## src/rtl/adc_ctrl_pkg.sv

```systemverilog
// adc_ctrl_pkg: shared constants for the ADC capture controller.
// Host opcodes, trigger modes, FSM state encodings and the length clamp helper.
package adc_ctrl_pkg;

  // Host command opcodes
  localparam logic [7:0] OP_ARM   = 8'hA0;
  localparam logic [7:0] OP_ABORT = 8'hA1;
  localparam logic [7:0] OP_LEN   = 8'hB0;
  localparam logic [7:0] OP_LEVEL = 8'hB1;
  localparam logic [7:0] OP_DECIM = 8'hB2;
  localparam logic [7:0] OP_MODE  = 8'hB3;

  // Trigger modes; mode 3 behaves like mode 0
  localparam logic [1:0] TM_FIRST     = 2'd0;
  localparam logic [1:0] TM_RISE      = 2'd1;
  localparam logic [1:0] TM_FALL      = 2'd2;
  localparam logic [1:0] TM_FIRST_ALT = 2'd3;

  // Capture FSM encoding
  typedef enum logic [7:0] {
    CS_IDLE    = 8'h00,
    CS_ARMED   = 8'h01,
    CS_CAPTURE = 8'h02,
    CS_DONE    = 8'h03
  } cap_state_t;

  // Command parser FSM encoding
  typedef enum logic [7:0] {
    P_OP   = 8'h00,
    P_ARG0 = 8'h01,
    P_ARG1 = 8'h02
  } parse_state_t;

  // A zero length or one larger than the FIFO means "fill the whole FIFO"
  function automatic int unsigned clamp_len(input int unsigned raw, input int unsigned depth);
    if (raw == 0 || raw > depth) return depth;
    return raw;
  endfunction

endpackage

```

## src/rtl/adc_capture_ctrl_trig.sv

```systemverilog
// adc_trig_detect: trigger detector for the capture controller.
// Remembers the previous sample seen while armed and raises a one-cycle
// trigger strobe on the sample that satisfies the selected mode.
module adc_trig_detect
  import adc_ctrl_pkg::*;
(
  input  logic       clk,
  input  logic       resetn,
  input  logic       i_clear,
  input  logic       i_enable,
  input  logic [1:0] i_mode,
  input  logic [7:0] i_level,
  input  logic       i_smp_valid,
  input  logic [7:0] i_smp_data,
  output logic       o_trig
);

  logic [7:0] r_prev;
  logic       r_prev_vld;
  logic       w_cond;

  // Track the previous sample; arming forgets it so the first sample cannot fire an edge
  always_ff @(posedge clk) begin
    if (!resetn || i_clear) begin
      r_prev     <= 8'h00;
      r_prev_vld <= 1'b0;
    end else if (i_enable && i_smp_valid) begin
      r_prev     <= i_smp_data;
      r_prev_vld <= 1'b1;
    end
  end

  // Edge conditions need a real previous sample; the other modes fire on any sample
  always_comb begin
    w_cond = 1'b0;
    case (i_mode)
      TM_RISE:               w_cond = r_prev_vld && (r_prev <  i_level) && (i_smp_data >= i_level);
      TM_FALL:               w_cond = r_prev_vld && (r_prev >= i_level) && (i_smp_data <  i_level);
      TM_FIRST, TM_FIRST_ALT: w_cond = 1'b1;
      default:               w_cond = 1'b1;
    endcase
  end

  assign o_trig = i_enable && i_smp_valid && w_cond;

endmodule

```

## src/rtl/adc_capture_ctrl.sv

```systemverilog
// adc_capture_ctrl: host command parser plus capture sequencer feeding the
// sample FIFO. Optional auto-trigger timeout is built when the macro
// ADC_CTRL_AUTO_TRIG_EN is defined.
module adc_capture_ctrl
  import adc_ctrl_pkg::*;
#(
  parameter int DEPTH    = 1024,
  parameter int LEN_W    = 16,
  parameter int AUTO_TMO = 1000000
) (
  input  logic       clk,
  input  logic       resetn,
  input  logic       cmd_valid,
  input  logic [7:0] cmd_byte,
  input  logic       smp_valid,
  input  logic [7:0] smp_data,
  input  logic       fifo_full,
  input  logic       readout_done,
  output logic       cap_wr_en,
  output logic [7:0] cap_wr_data,
  output logic       armed,
  output logic       capturing,
  output logic       cap_done,
  output logic       cmd_err
);

  localparam logic [LEN_W-1:0] DEPTH_L = LEN_W'(DEPTH);

  parse_state_t     r_pstate;
  cap_state_t       r_cstate;
  logic [7:0]       r_op;
  logic [7:0]       r_len_lo;
  logic [LEN_W-1:0] r_len;
  logic [LEN_W-1:0] r_count;
  logic [7:0]       r_decim;
  logic [7:0]       r_dcnt;
  logic [7:0]       r_level;
  logic [1:0]       r_mode;
  logic             r_cmd_err;
  logic             r_wr_en;
  logic [7:0]       r_wr_data;
  logic             r_done;
  logic             r_armed;
  logic             r_capturing;

  logic             w_op_cycle;
  logic             w_arm;
  logic             w_abort;
  logic             w_cfg_ok;
  logic             w_trig_det;
  logic             w_trig;
  logic [15:0]      w_len_raw;

  assign w_op_cycle = cmd_valid && (r_pstate == P_OP);
  assign w_arm      = w_op_cycle && (cmd_byte == OP_ARM) && (r_cstate == CS_IDLE);
  assign w_abort    = w_op_cycle && (cmd_byte == OP_ABORT);
  assign w_cfg_ok   = (r_cstate == CS_IDLE);
  assign w_len_raw  = {cmd_byte, r_len_lo};

  adc_trig_detect u_trig (
    .clk         (clk),
    .resetn      (resetn),
    .i_clear     (w_arm),
    .i_enable    (r_cstate == CS_ARMED),
    .i_mode      (r_mode),
    .i_level     (r_level),
    .i_smp_valid (smp_valid),
    .i_smp_data  (smp_data),
    .o_trig      (w_trig_det)
  );

`ifdef ADC_CTRL_AUTO_TRIG_EN
  localparam int             TMO_W = $clog2(AUTO_TMO + 1);
  localparam logic [TMO_W-1:0] TMO_L = TMO_W'(AUTO_TMO);

  logic [TMO_W-1:0] r_tmo_cnt;

  // Count cycles spent armed; saturate so the next sample after timeout triggers
  always_ff @(posedge clk) begin
    if (!resetn || r_cstate != CS_ARMED) begin
      r_tmo_cnt <= '0;
    end else if (r_tmo_cnt != TMO_L) begin
      r_tmo_cnt <= r_tmo_cnt + TMO_W'(1);
    end
  end

  assign w_trig = w_trig_det || ((r_cstate == CS_ARMED) && smp_valid && (r_tmo_cnt == TMO_L));
`else
  logic w_unused_tmo;
  assign w_unused_tmo = (AUTO_TMO == 0);
  assign w_trig       = w_trig_det;
`endif

  // Command parser: opcodes, argument bytes and the configuration registers
  always_ff @(posedge clk) begin
    if (!resetn) begin
      r_pstate  <= P_OP;
      r_op      <= 8'h00;
      r_len_lo  <= 8'h00;
      r_len     <= DEPTH_L;
      r_decim   <= 8'h00;
      r_level   <= 8'h80;
      r_mode    <= 2'd0;
      r_cmd_err <= 1'b0;
    end else begin
      r_cmd_err <= 1'b0;
      if (cmd_valid) begin
        case (r_pstate)
          P_OP: begin
            case (cmd_byte)
              OP_ARM, OP_ABORT: begin
              end
              OP_LEN, OP_LEVEL, OP_DECIM, OP_MODE: begin
                r_op     <= cmd_byte;
                r_pstate <= P_ARG0;
              end
              default: r_cmd_err <= 1'b1;
            endcase
          end
          P_ARG0: begin
            if (r_op == OP_LEN) begin
              r_len_lo <= cmd_byte;
              r_pstate <= P_ARG1;
            end else begin
              if (w_cfg_ok) begin
                case (r_op)
                  OP_LEVEL: r_level <= cmd_byte;
                  OP_DECIM: r_decim <= cmd_byte;
                  OP_MODE:  r_mode  <= cmd_byte[1:0];
                  default: begin
                  end
                endcase
              end
              r_pstate <= P_OP;
            end
          end
          P_ARG1: begin
            if (w_cfg_ok) begin
              r_len <= LEN_W'(clamp_len(32'(w_len_raw), DEPTH));
            end
            r_pstate <= P_OP;
          end
          default: r_pstate <= P_OP;
        endcase
      end
    end
  end

  // Capture sequencer: arm, wait for trigger, gate decimated samples, hold until drained
  always_ff @(posedge clk) begin
    if (!resetn) begin
      r_cstate    <= CS_IDLE;
      r_armed     <= 1'b0;
      r_capturing <= 1'b0;
      r_wr_en     <= 1'b0;
      r_wr_data   <= 8'h00;
      r_done      <= 1'b0;
      r_count     <= '0;
      r_dcnt      <= 8'h00;
    end else begin
      r_wr_en <= 1'b0;
      r_done  <= 1'b0;
      if (w_abort) begin
        r_cstate    <= CS_IDLE;
        r_armed     <= 1'b0;
        r_capturing <= 1'b0;
      end else begin
        case (r_cstate)
          CS_IDLE: begin
            if (w_arm) begin
              r_cstate <= CS_ARMED;
              r_armed  <= 1'b1;
              r_count  <= '0;
              r_dcnt   <= 8'h00;
            end
          end
          CS_ARMED: begin
            if (w_trig) begin
              r_armed <= 1'b0;
              r_dcnt  <= r_decim;
              if (fifo_full) begin
                r_cstate <= CS_DONE;
                r_done   <= 1'b1;
              end else begin
                r_cstate    <= CS_CAPTURE;
                r_capturing <= 1'b1;
                r_wr_en     <= 1'b1;
                r_wr_data   <= smp_data;
                r_count     <= LEN_W'(1);
              end
            end
          end
          CS_CAPTURE: begin
            if (r_count >= r_len) begin
              r_cstate    <= CS_DONE;
              r_capturing <= 1'b0;
              r_done      <= 1'b1;
            end else if (smp_valid) begin
              if (r_dcnt == 8'h00) begin
                r_dcnt <= r_decim;
                if (fifo_full) begin
                  r_cstate    <= CS_DONE;
                  r_capturing <= 1'b0;
                  r_done      <= 1'b1;
                end else begin
                  r_wr_en   <= 1'b1;
                  r_wr_data <= smp_data;
                  r_count   <= r_count + LEN_W'(1);
                end
              end else begin
                r_dcnt <= r_dcnt - 8'd1;
              end
            end
          end
          CS_DONE: begin
            if (readout_done) begin
              r_cstate <= CS_IDLE;
            end
          end
          default: r_cstate <= CS_IDLE;
        endcase
      end
    end
  end

  assign cap_wr_en   = r_wr_en;
  assign cap_wr_data = r_wr_data;
  assign armed       = r_armed;
  assign capturing   = r_capturing;
  assign cap_done    = r_done;
  assign cmd_err     = r_cmd_err;

endmodule

```

## config.mk

```make
export PLATFORM = sky130hd
export DESIGN_NAME = adc_capture_ctrl
export DESIGN_NICKNAME = d
export VERILOG_FILES = /design/src/rtl/adc_ctrl_pkg.sv /design/src/rtl/adc_capture_ctrl_trig.sv /design/src/rtl/adc_capture_ctrl.sv
export SDC_FILE = /design/constraint.sdc
export NUM_CORES = 1
export LEC_CHECK = 0
export ABC_AREA = 1
export BUFFER_PORTS_ARGS = -buffer_cell sky130_fd_sc_hd__buf_2
export CAP_MARGIN = 5
export CORE_MARGIN = 2
export CORE_UTILIZATION = 30
export CTS_CLUSTER_DIAMETER = 100
export CTS_CLUSTER_SIZE = 12
export DETAILED_ROUTE_END_ITERATION = 12
export SLEW_MARGIN = 40
export SYNTH_ARGS = -nofsm -noshare
export SYNTH_HDL_FRONTEND = slang
export SYNTH_SLANG_ARGS = --single-unit
```

## constraint.sdc

```tcl
create_clock -name clk -period 2.6 [get_ports clk]
set_input_delay 0.13 -clock clk [delete_from_list [all_inputs] [get_ports clk]]
set_output_delay 0.13 -clock clk [all_outputs]
set_load 0.02 [all_outputs]
```

==> Yosys cells after proc, flatten, opt, wreduce, memory -nomap -nowiden <==
Cells that the tools add are included.
{ "totals": {"input_bits": 22, "ff_bits": 112, "out_inout_bits": 13, "word_cells": 161} }
{ "classes": {"n_reduce_logical": 39, "order_cmp": 6, "mux": 63, "n_eq_ne": 30, "bitwise": 3, "n_addsub": 2} }
{ "ops": {"columns": ["cell", "count"], "rows": [
  ["$mux 8", 18],
  ["$mux 16", 8],
  ["$eq 8x8->1 const B", 10],
  ["$pmux 16 s3", 1],
  ["$pmux 8 s2", 2],
  ["$pmux 8 s4", 1],
  ["$mux 1", 25],
  ["$eq 8x2->1 const B", 3],
  ["$logic_not 8->1", 3],
  ["$pmux 8 s3", 1],
  ["$reduce_and 6->1", 4],
  ["$add 16x1->16 const B", 1],
  ["$eq 8x1->1 const B", 2],
  ["$ge 16x16->1", 1],
  ["$ge 8x8->1", 2],
  ["$gt 16x11->1 const B", 1],
  ["$logic_not 16->1", 1],
  ["$lt 8x8->1", 2],
  ["$reduce_and 3->1", 5],
  ["$reduce_and 5->1", 3],
  ["$ne 2x2->1 const B", 7],
  ["$mux 11", 1],
  ["$logic_and 1x1->1", 10],
  ["$ne 3x3->1 const B", 3],
  ["18 further kinds", 28]
]} }

==> Depth between registers and ports, before layout <==
{ "logic_depth": {"ltp_word": 8, "depth_mapped": 19, "depth_no_buf": 18} }

==> Modules after synthesis <==
From an unflattened synthesis, not the netlist that was laid out.
{ "hier_totals": {"cells_unflattened": 799, "area_unflattened_um2": 5515.3} }
{ "modules_own_cells": {"columns": ["module", "cells_per_inst", "seq_area_each_um2", "n_inst", "area_each_um2"], "rows": [
  ["adc_capture_ctrl", 683, 1821.7, 1, 4725.8],
  ["adc_trig_detect", 116, 180.2, 1, 789.5]
]} }

==> Worst setup path before layout <==
OpenSTA, ideal clock, no wires.
{ "synth_path": {"path_type": "flip-flop to flip-flop", "startpoint": "reg r_count[9]", "endpoint": "reg r_count[15]", "setup_slack_ns": 0.659, "setup_ns": 0.114, "stages_incl_launch_ff": 11, "t_required_ns": 2.486, "period_less_slack_ns": 1.941, "arrival_time_ns": 1.828, "path_buffers": 1, "cell_sequence": "dfxtp_1 -> ha_1 -> a21oi_1 -> o21ai_0 -> a21oi_1 -> nand3_1 -> a21oi_1 -> nand4_4 -> buf_4 -> a21oi_1 -> nor2_1"} }
{ "synth_between": {"elab_chain_len": 6} }
{ "synth_lines": {"columns": ["element", "line", "text"], "rows": [
  ["start, declared", "adc_capture_ctrl.sv:34", "logic [LEN_W-1:0] r_count;"],
  ["start signal, assigned", "adc_capture_ctrl.sv:208", "r_count <= r_count + LEN_W'(1);"],
  ["$add 16x1->16", "adc_capture_ctrl.sv:208", null],
  ["$mux 16", "adc_capture_ctrl.sv:201", "if (fifo_full) begin"],
  ["$mux 16", "adc_capture_ctrl.sv:199", "if (r_dcnt == 8'h00) begin"],
  ["$mux 16", "adc_capture_ctrl.sv:198", "end else if (smp_valid) begin"],
  ["$mux 16", "adc_capture_ctrl.sv:194", "if (r_count >= r_len) begin"],
  ["$pmux 16 s3", "adc_capture_ctrl.sv:168", "case (r_cstate)"]
]} }
Parallel ways exist; a longest one is shown, timed or not. The select of a mux whose other input is x is not followed.
A chain may end at the register's enable or synchronous reset.

==> Final worst setup path <==
{ "layout_path": {"startpoint": "reg r_count[0]", "endpoint": "reg r_count[1]"} }
Same word-level chain as after synthesis.

==> flow_summary.json <==
{
  "cts_buffers": 9,
  "dpl.hpwl_um": 9520,
  "place.gp.congestion": 0.813,
  "final_nets": 867,
  "ys_warn_count": 0,
  "cts-root-buf": "clkbuf_16",
  "fin_skew_ps": 11.2,
  "drtIter0Drc": 254,
  "cts_tree": "done",
  "grt_pass1_vias": 4510,
  "synth_cell_types": 41,
  "pwr-share-comb_pct": 43.1,
  "max_slew_margin_pct": 55.3,
  "endpoint": "r_count[1]",
  "worstHoldPathType": "in -> reg",
  "core_area_um2": 18000,
  "die_h_um": 139,
  "synth.most_common_cell": "nand2_1",
  "antennaDiodeCount": 0,
  "cap_violations": 0,
  "cts.sinks": 100,
  "dieArea_um2": 19400,
  "synth_ff_type": "dfxtp_1",
  "finalNonFillerCells": 1038,
  "crit_path_end_kind": "flop",
  "leakage_nw": 2.75,
  "grt_max_degree": 45,
  "power_density_nw_per_um2": 951,
  "grt_pass1_wl_um": 21900,
  "netlist_top_cells_area": "dfxtp_1 36%, nand2_1 11%, ha_1 9.3%, a21oi_1 7.8%, inv_1 7.2%",
  "syn_nets": 835,
  "synth-seq-cells": 100,
  "ant_nets": 0,
  "start_util_pct": 30.6,
  "grt_remaining_overflow": 0,
  "switching_share_pct": 41.8,
  "viasPerCell": 4.66,
  "multi_input_area_um2": 2970,
  "clkTransAtPathRegs_ps": 70,
  "synth_commonest_cells": "161 x nand2_1, 106 x inv_1, 100 x dfxtp_1, 88 x nor2_1, 86 x a21oi_1",
  "cts.path.max_buffers": 2,
  "netlist.area_leader.share_pct": 36.4,
  "seqCellArea_um2": 2000,
  "clock_latency_ps": 360,
  "r2r_slack_ps": 280,
  "critPathLaunch": "r_count[0]",
  "fin_crit_ps": 2320,
  "worst_pin_slew_ps": 668,
  "grt_usage_pct": 13.7,
  "setup_viol": 0,
  "num_vias": 4839,
  "p_sw_w": 0.00247,
  "die_w_um": 139,
  "cts-resized-gates": 0,
  "path_class": "reg -> reg",
  "h-tree-depth": 3,
  "finalCritPeriodShare_pct": 89.1,
  "rsz0062_at_grt": "no",
  "synthArstFlopShare_pct": 0,
  "worst_r2r_path_depth": 12,
  "antenna_found_initial": 0,
  "syn_area_per_cell_um2": 7.12,
  "status": "complete, no violations",
  "syn_inst": 772,
  "worstPathArrival_ps": 2570,
  "area_growth_pct": 13.2,
  "fmax_ghz": 0.431,
  "fin_setup_tns_ps": 0,
  "crit_path_max_fanout": 32,
  "timing.hold.ws_ps": 58.5,
  "p_seq_share_pct": 33.1,
  "drv_slew": 0,
  "power.share.clock_pct": 23.8,
  "start_kind": "flop",
  "p_int_w": 0.00344,
  "ios": 35,
  "first_pass_iters": 5,
  "synth_edf_count": 0,
  "post_cts_buffers": 0,
  "ir_worst_vdd_v": 0.000564,
  "r2r_end": "r_count[1]",
  "yosysSeqAreaShare_pct": 36.4,
  "dp.cells": 1022,
  "placementRows": 49,
  "reg2reg_from": "r_count[0]",
  "worstPathRequired_ps": 2850,
  "hold_viol_final": 0,
  "syn_area_um2": 5500,
  "n_fill_cell": 1928,
  "drc": 0,
  "wire_per_inst_um": 12.6,
  "drive_gt1_share_pct": 11.4,
  "hold_buffers": 0,
  "final_util_pct": 34.6,
  "wirelength_um": 13000,
  "synth_top_area_cell": "dfxtp_1",
  "io_buffer_count": 34
}
## routing by layer
layer | vias to the layer above | GRT usage (%) | wire, um
met5 | - | 0 | 0
met4 | 0 | 4.04 | 178
met3 | 13 | 3.37 | 446
met2 | 60 | 22.8 | 6010
met1 | 2174 | 17.8 | 6400
li1 | 2592 | - | -
## how the worst min path moves through the flow
stage                startpoint                to  slack [ps]  cells past startpoint
floorplan           cmd_byte[7]        r_level[7]         260                      2
global placement    smp_data[6]  u_trig.r_prev[6]         420                      3
detailed placement  smp_data[7]  u_trig.r_prev[7]         420                      3
CTS                 smp_data[7]  u_trig.r_prev[7]          40                      3
global route        smp_data[0]  u_trig.r_prev[0]          60                      3
finish              smp_data[0]  u_trig.r_prev[0]          60                      3
## kinds of logic after synthesis
kind of cell	after synthesis	share of synthesized area (%)
XOR/XNOR	7	1.12
buffers and inverters	133	9.67
AND/OR/NAND/NOR	335	28.2
flip-flops	100	36.4
AO/OA/AOI/OAI	156	15.3
adder cells (fa/ha/maj)	41	9.33
## cell type report
type                            count  area share, %
Sequential cell                   100           32.2
Clock inverter                      7           1.35
Tap cell                          229           4.60
Clock buffer                        9           3.62
Inverter                          110           6.63
Multi-Input combinational cell    539           47.7
Timing Repair Buffer               44           3.94
## placed cells by master, fill, tap and decap left out, types with 3 or more instances in the layout
| cell | count |
|---|---|
| nand2_1 | 161 |
| inv_1 | 105 |
| dfxtp_1 | 100 |
| nor2_1 | 88 |
| a21oi_1 | 86 |
| o21ai_0 | 42 |
| ha_1 | 41 |
| buf_2 | 34 |
| nand3_1 | 20 |
| nand4_1 | 19 |
| nor3_1 | 15 |
| buf_4 | 10 |
| clkbuf_16 | 9 |
| o22ai_1 | 6 |
| nor2_2 | 6 |
| xor2_1 | 6 |
| nand2_2 | 5 |
| nor4_1 | 5 |
| nor3_4 | 4 |
| nand3_2 | 4 |
| inv_2 | 3 |
| o21a_1 | 3 |
| o21bai_1 | 3 |
| o211ai_1 | 3 |
| o21ai_1 | 3 |
| a31oi_1 | 3 |
## sequential cells by signal, summed over array words and instances, names as in the netlist
signal	cells
u_trig.r_prev	8
r_len_lo	8
r_decim	8
capturing	1
r_mode	2
r_len	16
cmd_err	1
cap_wr_data	8
r_op	8
cap_done	1
r_cstate	2
armed	1
r_count	16
r_pstate	2
u_trig.r_prev_vld	1
cap_wr_en	1
r_dcnt	8
r_level	8
## stage by stage
step / worst slack (ps) / total power [W] / area (um2)
after floorplan: 659 / 0.00402 / 5500
after CTS: 276 / 0.00597 / 6220
after global routing: 51.8 / 0.00642 / 6220
after detailed placement: 295 / 0.00453 / 5910
after global placement: 315 / 0.00451 / 5910
final: 282 / 0.00592 / 6220
## critical path, stage by stage (launching register included)
cell     delay [ps]
dfxtp_1         400
inv_1            80
ha_1            280
nand3_1          80
nor3_1          250
nand2_1          90
nand3_1         250
a21oi_1         150
nand4_4         100
buf_4           300
nand2_1          90
nand2_1          70
nor2_1           50
## power by group through the flow
stage	logic [W]	clock network (W)	registers, W
final	0.00255	0.00141	0.00196
after global routing	0.00293	0.00150	0.00199
after CTS	0.00256	0.00146	0.00196
after detailed placement	0.00254	0	0.00199
after global placement	0.00252	0	0.00200
after floorplan	0.00203	0	0.00198
(Power assumes the default switching activity.)
